## src/rtl/spi_arbiter.sv

```systemverilog
// -----------------------------------------------------------------------------
// spi_arbiter
//
// Shares one SPI master between NREQ requesters. An idle arbiter picks a
// winner round-robin, latches its 12-bit word onto spi_din and acknowledges
// it. It then raises spi_newd until the master pulls spi_cs low, waits for
// spi_cs to return high, reports completion and passes through a one-cycle
// CLEAN state before it can grant again. If the master never starts, the
// request is aborted after TIMEOUT cycles of spi_newd.
//
// Ports
//   clk       system clock (also clocks the SPI master)
//   rst       synchronous, active-high reset
//   req       per-requester level request, held until ack
//   req_data  per-requester 12-bit words, slice i = [12i+11:12i]
//   ack       one-cycle pulse: word of requester i latched
//   done      one-cycle pulse: transfer of requester i finished
//   err       one-cycle pulse: master never asserted spi_cs (timeout)
//   busy      high whenever the arbiter is not idle
//   grant_id  current / most recent granted requester
//   spi_newd  new-data strobe to the master
//   spi_din   data word to the master, stable while spi_newd is high
//   spi_cs    master chip select (active low), registered before use
// -----------------------------------------------------------------------------
module spi_arbiter #(
    parameter int NREQ    = 4,
    parameter int TIMEOUT = 1023
) (
    input  logic               clk,
    input  logic               rst,
    input  logic [NREQ-1:0]    req,
    input  logic [NREQ*12-1:0] req_data,
    output logic [NREQ-1:0]    ack,
    output logic [NREQ-1:0]    done,
    output logic               err,
    output logic               busy,
    output logic [2:0]         grant_id,
    output logic               spi_newd,
    output logic [11:0]        spi_din,
    input  logic               spi_cs
);

    localparam logic [10:0]     TIMEOUT_C = 11'(TIMEOUT);
    localparam logic [2:0]      LAST_ID   = 3'(NREQ - 1);
    localparam logic [NREQ-1:0] ONE_C     = NREQ'(1);

    typedef enum logic [1:0] {
        IDLE  = 2'd0,
        ISSUE = 2'd1,
        XFER  = 2'd2,
        CLEAN = 2'd3
    } state_t;

    // -------------------------------------------------------------------------
    // State registers
    // -------------------------------------------------------------------------
    state_t          state_q,      state_d;
    logic            spi_newd_q,   spi_newd_d;
    logic [11:0]     spi_din_q,    spi_din_d;
    logic [NREQ-1:0] ack_q,        ack_d;
    logic [NREQ-1:0] done_q,       done_d;
    logic            err_q,        err_d;
    logic [2:0]      grant_id_q,   grant_id_d;
    logic [2:0]      last_grant_q, last_grant_d;
    logic [10:0]     cnt_q,        cnt_d;
    logic            spi_cs_q,     spi_cs_d;

    // -------------------------------------------------------------------------
    // Round-robin winner selection
    //
    // Requests at or above the start index form the "high" set. The lowest
    // set bit of the high set wins; if it is empty, the lowest set bit of the
    // full request vector wins (wrap-around). Lowest set bit is isolated with
    // the two's-complement trick v & -v.
    // -------------------------------------------------------------------------
    logic [2:0]             start_id;
    logic [NREQ-1:0]        mask_hi;
    logic [NREQ-1:0]        req_hi;
    logic [NREQ-1:0]        oh_hi;
    logic [NREQ-1:0]        oh_all;
    logic [NREQ-1:0]        win_oh;
    logic [2:0][NREQ-1:0]   id_col;
    logic [11:0][NREQ-1:0]  data_col;
    logic [2:0]             win_id;
    logic [11:0]            win_data;
    logic [NREQ-1:0]        grant_oh;

    assign start_id = (last_grant_q == LAST_ID) ? 3'd0 : last_grant_q + 3'd1;

    genvar gi, gb;
    generate
        for (gi = 0; gi < NREQ; gi++) begin : g_req
            assign mask_hi[gi]  = (3'(gi) >= start_id);
            assign grant_oh[gi] = (grant_id_q == 3'(gi));

            // Column gb of id_col holds bit gb of each requester's index, so
            // an AND-OR with a one-hot vector encodes it without a priority
            // loop.
            for (gb = 0; gb < 3; gb++) begin : g_idbit
                assign id_col[gb][gi] = (((gi >> gb) % 2) != 0);
            end

            // Same transposition for the data words.
            for (gb = 0; gb < 12; gb++) begin : g_dbit
                assign data_col[gb][gi] = req_data[12*gi + gb];
            end
        end

        for (gb = 0; gb < 3; gb++) begin : g_win_id
            assign win_id[gb] = |(win_oh & id_col[gb]);
        end

        for (gb = 0; gb < 12; gb++) begin : g_win_data
            assign win_data[gb] = |(win_oh & data_col[gb]);
        end
    endgenerate

    assign req_hi = req & mask_hi;
    assign oh_hi  = req_hi & (~req_hi + ONE_C);
    assign oh_all = req & (~req + ONE_C);
    assign win_oh = (|req_hi) ? oh_hi : oh_all;

    // -------------------------------------------------------------------------
    // Next-state logic
    // -------------------------------------------------------------------------
    always_comb begin
        state_d      = state_q;
        spi_newd_d   = spi_newd_q;
        spi_din_d    = spi_din_q;
        ack_d        = '0;
        done_d       = '0;
        err_d        = 1'b0;
        grant_id_d   = grant_id_q;
        last_grant_d = last_grant_q;
        cnt_d        = cnt_q;
        spi_cs_d     = spi_cs;

        case (state_q)
            IDLE: begin
                // Only requests still high in this cycle compete; data is
                // sampled here and nowhere else.
                if (|req) begin
                    ack_d        = win_oh;
                    spi_din_d    = win_data;
                    grant_id_d   = win_id;
                    last_grant_d = win_id;
                    cnt_d        = '0;
                    state_d      = ISSUE;
                end
            end

            ISSUE: begin
                if (!spi_cs_q) begin
                    spi_newd_d = 1'b0;
                    state_d    = XFER;
                end else if (cnt_q == TIMEOUT_C) begin
                    spi_newd_d = 1'b0;
                    err_d      = 1'b1;
                    state_d    = CLEAN;
                end else begin
                    // The compare above stops the count at TIMEOUT, so the
                    // increment never passes it.
                    spi_newd_d = 1'b1;
                    cnt_d      = cnt_q + 11'd1;
                end
            end

            XFER: begin
                if (spi_cs_q) begin
                    done_d  = grant_oh;
                    state_d = CLEAN;
                end
            end

            CLEAN: begin
                state_d = IDLE;
            end

            default: begin
                state_d = IDLE;
            end
        endcase
    end

    // -------------------------------------------------------------------------
    // Registers
    // -------------------------------------------------------------------------
    always_ff @(posedge clk) begin
        if (rst) begin
            state_q      <= IDLE;
            spi_newd_q   <= 1'b0;
            spi_din_q    <= '0;
            ack_q        <= '0;
            done_q       <= '0;
            err_q        <= 1'b0;
            grant_id_q   <= '0;
            last_grant_q <= LAST_ID;
            cnt_q        <= '0;
            // Chip select idles high; starting high avoids a false
            // "transfer started" right after reset.
            spi_cs_q     <= 1'b1;
        end else begin
            state_q      <= state_d;
            spi_newd_q   <= spi_newd_d;
            spi_din_q    <= spi_din_d;
            ack_q        <= ack_d;
            done_q       <= done_d;
            err_q        <= err_d;
            grant_id_q   <= grant_id_d;
            last_grant_q <= last_grant_d;
            cnt_q        <= cnt_d;
            spi_cs_q     <= spi_cs_d;
        end
    end

    // -------------------------------------------------------------------------
    // Outputs
    // -------------------------------------------------------------------------
    assign ack      = ack_q;
    assign done     = done_q;
    assign err      = err_q;
    assign busy     = (state_q != IDLE);
    assign grant_id = grant_id_q;
    assign spi_newd = spi_newd_q;
    assign spi_din  = spi_din_q;

endmodule

```

## config.mk

```make
export PLATFORM = sky130hd
export DESIGN_NAME = spi_arbiter
export DESIGN_NICKNAME = d
export VERILOG_FILES = /design/src/rtl/spi_arbiter.sv
export SDC_FILE = /design/constraint.sdc
export NUM_CORES = 1
export LEC_CHECK = 0
export ABC_CLOCK_PERIOD_IN_PS = 2600
export CAP_MARGIN = 20
export CORE_MARGIN = 5
export CORE_UTILIZATION = 27
export CTS_BUF_LIST = sky130_fd_sc_hd__clkbuf_16
export DETAILED_ROUTE_END_ITERATION = 8
export PLACE_DENSITY_LB_ADDON = 0.08
export SYNTH_ARGS = -nofsm -noshare
export SYNTH_HDL_FRONTEND = slang
export SYNTH_SLANG_ARGS = --single-unit
```

## constraint.sdc

```tcl
create_clock -name clk -period 2.6 [get_ports clk]
set_input_delay 0.78 -clock clk [delete_from_list [all_inputs] [get_ports clk]]
set_output_delay 0.78 -clock clk [all_outputs]
set_load 0.005 [all_outputs]
```

* Yosys cells after proc, flatten, opt, wreduce, memory -nomap -nowiden
Index checks and enable logic that the tools add are counted.
** Word-level totals
- Register bits :: 40
- Output and inout bits :: 26
- Word-level logic and storage cells :: 93
** Cells by class
- Equal/unequal tests :: 13
- Multiplexer cells :: 14
- Reductions and logical operators :: 26
- Bitwise gates (word level) :: 22
- $lt $le $gt $ge :: 4
- Add/sub/neg operators :: 4
** Operator list (number)
- 4-bit AND :: 15
- 4-bit OR reduction :: 14
- 11-bit 2-to-1 mux :: 3
- 11-bit case mux with 2 select lines :: 1
- 11-bit by 1-bit adder with 11-bit output, second input constant :: 1
- 11-bit by 10-bit == test with 1-bit output, second input constant :: 1
- 2-bit == test, second input constant :: 5
- 3-bit OR reduction :: 3
- 4-bit by 1-bit adder with 4-bit output, second input constant :: 2
- 2-bit 2-to-1 mux :: 4
- 2-bit != test, second input constant :: 4
- 4-bit NOT :: 2
- 2-bit case mux with 4 select lines :: 1
- 1-bit by 3-bit >= comparator with 1-bit output, first input constant :: 2
- 2-bit by 3-bit >= comparator with 1-bit output, first input constant :: 2
- 1-bit NOT :: 5
- 2-bit by 1-bit == test with 1-bit output, second input constant :: 2
- 4-bit 2-to-1 mux :: 1
- 4-bit AND reduction :: 1
- 2-bit nonzero test :: 2
- 2-bit OR reduction :: 2
- 2-bit by 1-bit adder with 3-bit output, second input constant :: 1
- 3-bit zero test :: 1
- 1-bit 2-to-1 mux :: 3
- other kinds (5) :: 5

* Logic depth before layout (Yosys ltp)
- Depth after elaboration :: 10
- Gate-level depth with buffers :: 8
- Mapped depth without buffers :: 6

* Least setup slack after synthesis
No wires, ideal clock.
- Kind :: input to register
- From :: in req[1]
- To :: reg cnt_q[5]
- Library setup time :: 122 ps
- Stages on the path :: 5
- Path slack :: 559 ps
- Buffers on the path :: 1
- Arrival :: 1919 ps
- Required time :: 2478 ps
- Path through :: buf_2 nor4_4 a22oi_1 and3_1 a311o_1
** Between the ends
- Cells in the longest elaborated chain, start to end :: 3
** RTL lines
- from (decl) :: RTL line 31 : input logic [NREQ-1:0] req,
- 4-bit OR reduction :: RTL line 142 : if (|req) begin
- 2-bit != test (no source line)
- 4-bit AND reduction (no source line)
- to (signal assigned) :: RTL line 211 : cnt_q <= cnt_d;
- to (decl) :: RTL line 65 : logic [10:0] cnt_q, cnt_d;
Every way passes these cells.
A chain may end at the register's enable or synchronous reset.

* Worst setup path after layout
- From :: reg state_q[1]
- To :: out busy
** Between the ends
- Cells in the longest elaborated chain, start to end :: 1
** RTL lines
- from (decl) :: RTL line 57 : state_t state_q, state_d;
- from (signal assigned) :: RTL line 203 : state_q <= state_d;
- 2-bit nonzero test :: RTL line 222 : assign busy = (state_q != IDLE);
- to (decl) :: RTL line 36 : output logic busy,
Every way passes these cells.

==> impl_table.tex <==
\begin{tabular}{lr}
\hline
Metric & Value \\
\hline
\multicolumn{2}{l}{\textbf{Drt}} \\
\quad Number of DRC markers in iteration 0 & 78 \\
\quad Detail-routed via count per cell & 5.00 \\
\quad Routed length per placed instance & 15.4 um \\
\quad Detailed-route DRC error count & 0 \\
\quad Final ANT Viol Nets & 0 \\
\quad Vias & 2,221 \\
\quad Router iterations before antenna repair & 4 \\
\quad Routed wire length & 6820 um \\
\multicolumn{2}{l}{\textbf{Cells and area}} \\
\quad Layout net count & 402 \\
\quad Area overhead of the layout relative to synthesis & 54.8\% \\
\quad Sequential Area & 801 um2 \\
\quad Antenna diode count & 0 \\
\quad Fill cell total of the finished layout & 782 \\
\quad Layout cells sized above 1 & 8.48\% \\
\quad Fraction of the core area covered by cells at the end of the flow & 42.3\% \\
\quad Multi-input gate area & 1140 um2 \\
\multicolumn{2}{l}{\textbf{Synthesis}} \\
\quad Number of enable-type register cells in the synthesized netlist & 0 \\
\quad Cell type with the largest total area after synthesis & dfxtp\_1 \\
\quad Register area share after synthesis & 38.6\% \\
\quad Leading cell type by number of instances after synthesis & dfxtp\_1 \\
\quad Post-synth net total & 317 \\
\quad Count of mapped cells out of synthesis & 256 \\
\quad Synth Cell Area & 2080 um2 \\
\quad Dominant synthesized flop cell & dfxtp\_1 \\
\quad Number of distinct standard cells referenced by the synthesized netlist & 44 \\
\quad Share of async-settable or async-resettable flops after synthesis & 0\% \\
\quad Area share of the largest cell type after synthesis & 38.6\% \\
\quad Area contributors post-synth & dfxtp\_1, a31oi\_1, nand2\_1 \\
\quad Total of warnings raised by yosys & 0 \\
\quad Number of register bits inferred by synthesis & 40 \\
\quad Commonest cells in the netlist & dfxtp\_1, nand2\_1, nand3\_1, o21ai\_0, a31oi\_1 \\
\quad Post-Syn Area per Cell & 8.11 um2 \\
\multicolumn{2}{l}{\textbf{Clocking}} \\
\quad Cts repair resizes & 0 \\
\quad Clock slew at the register clock pins of the worst setup and hold paths & 50 ps \\
\quad Clock latency reported for the late side of the worst-skew pair & 280 ps \\
\quad Clock Sink Count & 40 \\
\quad Number of buffers inserted during clock tree synthesis & 5 \\
\quad H-tree levels & 2 \\
\quad Post CTS Setup Buffer Count & 0 \\
\quad Buffers from clock root to sink, at most & 2 \\
\quad Root Driver & clkbuf\_16 \\
\quad TritonCTS clock tree & done \\
\quad CTS hold repair buffers & 0 \\
\multicolumn{2}{l}{\textbf{Die}} \\
\quad Chip Height & 97.7 um \\
\quad Initial Utilization & 27.3\% \\
\quad CORE AREA & 7610 um2 \\
\quad IO Pins & 81 \\
\quad Total Die Area & 9550 um2 \\
\quad Placement row count & 32 \\
\quad Die extent in x & 97.7 um \\
\multicolumn{2}{l}{\textbf{Worst setup path}} \\
\quad Critical path's top delay family & buffers and inverters \\
\quad Req. time, crit path & 1820 ps \\
\quad Worst r2r dst & cnt\_q[6] \\
\quad Kind of end point of the critical path & output port \\
\quad CP bufs+invs & 3 \\
\quad Worst stage delay on the critical path & 500 ps \\
\quad Reg-to-Reg Start & state\_q[1] \\
\quad Critical path fanouts, max & 8 \\
\quad Crit path kind & flip-flop to output port \\
\quad Crit path DAT & 1610 ps \\
\quad Worst-case register-to-register setup slack & 740 ps \\
\quad R2R depth & 6 \\
\quad Dominant cell type by count on the critical path & inv\_1 \\
\quad CP max stage cell & clkdlybuf4s50\_1 \\
\quad Ordered cell list for the critical path & inv\_1 > ha\_1 > inv\_1 > clkdlybuf4s50\_1 \\
\quad Startpoint Class & flip-flop \\
\multicolumn{2}{l}{\textbf{Timing}} \\
\quad Setup TNS Final & 0 ps \\
\quad Achievable Freq & 418 MHz \\
\quad Unrepaired setup endpoints after global routing & false \\
\quad Fraction of the cycle the final worst path needs & 92.0\% \\
\quad Tightest hold margin & 456 ps \\
\quad Skew final & 4.96 ps \\
\quad Endpoints failing setup & 0 \\
\quad Pins Over Slew Limit & 0 \\
\quad Post-route setup slack & 208 ps \\
\quad Final hold violation count & 0 \\
\quad Clock period minus final worst setup slack & 2390 ps \\
\multicolumn{2}{l}{\textbf{Power and ir drop}} \\
\quad Tot Pwr & 3050 uW \\
\quad Max IR drop VDD & 0.000324 V \\
\quad Standby leakage power & 0.00118 uW \\
\quad Total power per unit cell area & 950 nW/um2 \\
\multicolumn{2}{l}{\textbf{Global route}} \\
\quad Antenna violations before repair & 0 \\
\quad Wire length of the first global-routing pass & 11,600 um \\
\quad Vias in the first global route & 2,335 \\
\quad Overflow after GRT & 0 \\
\quad Maximum number of pins on one net before global-route repair & 21 \\
\quad Total global-route track usage & 14.8\% \\
\multicolumn{2}{l}{\textbf{Placement}} \\
\quad Post-detail-place hpwl & 5150 um \\
\quad Input/output buffers & 79 \\
\quad Placement Setup Slack & 85.5 ps \\
\quad Global placement routability congestion & 0.800 \\
\multicolumn{2}{l}{\textbf{Hold path}} \\
\quad Type of the worst min-delay path & flip-flop to flip-flop \\
\quad Worst-case hold path end point & spi\_newd \\
\quad Min-delay src & spi\_newd \\
\quad Hold Path Depth & 2 \\
\multicolumn{2}{l}{\textbf{Status}} \\
\quad Status & finished, final reports clean \\
\multicolumn{2}{l}{\textbf{Job}} \\
\quad Maxcap violations & 0 \\
\hline
\end{tabular}
logic make-up (layout without fill, tap and decap cells):
logic type | Yosys count | count (layout) | synth area share [%]
multiplexers | 1 | 1 | 0.482
other | 1 | 1 | 0.181
flip-flops | 40 | 40 | 38.6
AND/OR/NAND/NOR | 103 | 103 | 25.9
buffers and inverters | 28 | 114 | 6.33
AO/OA/AOI/OAI | 77 | 77 | 24.9
adder cells (fa/ha/maj) | 6 | 6 | 3.61
worst max path at each step:
stage | start | end | slack (ps) | cells after the start
after floorplan | req[1] | cnt_q[5] | 560 | 5
after global placement | req[0] | cnt_q[6] | 110 | 5
after detailed placement | req[0] | cnt_q[6] | 90 | 5
after CTS | state_q[0] | busy | 190 | 4
after global routing | state_q[1] | busy | 100 | 4
final | state_q[1] | busy | 210 | 4
power breakdown:
group	switching, uW	leakage (uW)	internal (uW)
Sequential	113	0.000328	785
Combinational	727	0.000772	741
Clock	242	0.0000789	446
stage by stage:
stage          instance area [um2]  cells
2_1_floorplan                 2080    256
3_3_place_gp                  3050    436
3_5_place_dp                  3050    436
4_1_cts                       3220    444
5_1_grt                       3220    444
6_report                      3220    444
cells in the final DEF, fill, tap and decap left out, drive strengths merged, types with 2 or more instances in the layout:
cell and n:
a21o 2, a21oi 5, a221oi 12, a22o 2
a22oi 2, a31oi 18, and3 9, and4 2
buf 20, clkbuf 5, clkdlybuf4s50 79, clkinv 2
dfxtp 40, ha 6, inv 7, nand2 29
nand2b 5, nand3 20, nand4 8, nor2 12
nor2b 2, nor3 6, nor4 4, o211ai 3
o21ai 22, o311ai 2, o31ai 2, or4 2
layer usage:
metal  vias up  wire [um]  track usage [%]
li1       1129          -                -
met1      1020       3080             18.8
met2        65       3250             24.5
met3         7        398             4.59
met4         0         81             3.83
met5         -          0                0
sequential cells by signal, indices dropped and copies added (netlist names):
register      flops
ack               4
cnt_q            11
done              4
err               1
grant_id          2
last_grant_q      2
spi_cs_q          1
spi_din          12
spi_newd          1
state_q           2
area by class of cell:
class                   instances  share of cell area (%)
flip-flops and latches         40                    24.9
clock inverters                 3                    1.17
clock buffers                   5                    3.89
multi-input cells             188                    35.6
inverters                       7                   0.817
well taps                     102                    3.97
repair buffers                 99                    29.6
worst reg2reg max path, stage by stage (launching register included):
cell and delay (ps):
dfxtp_1 370, inv_1 80, ha_1 240, nand2b_1 180
a22o_1 260, or4_1 520, a31oi_1 160
(Power assumes the default switching activity.)
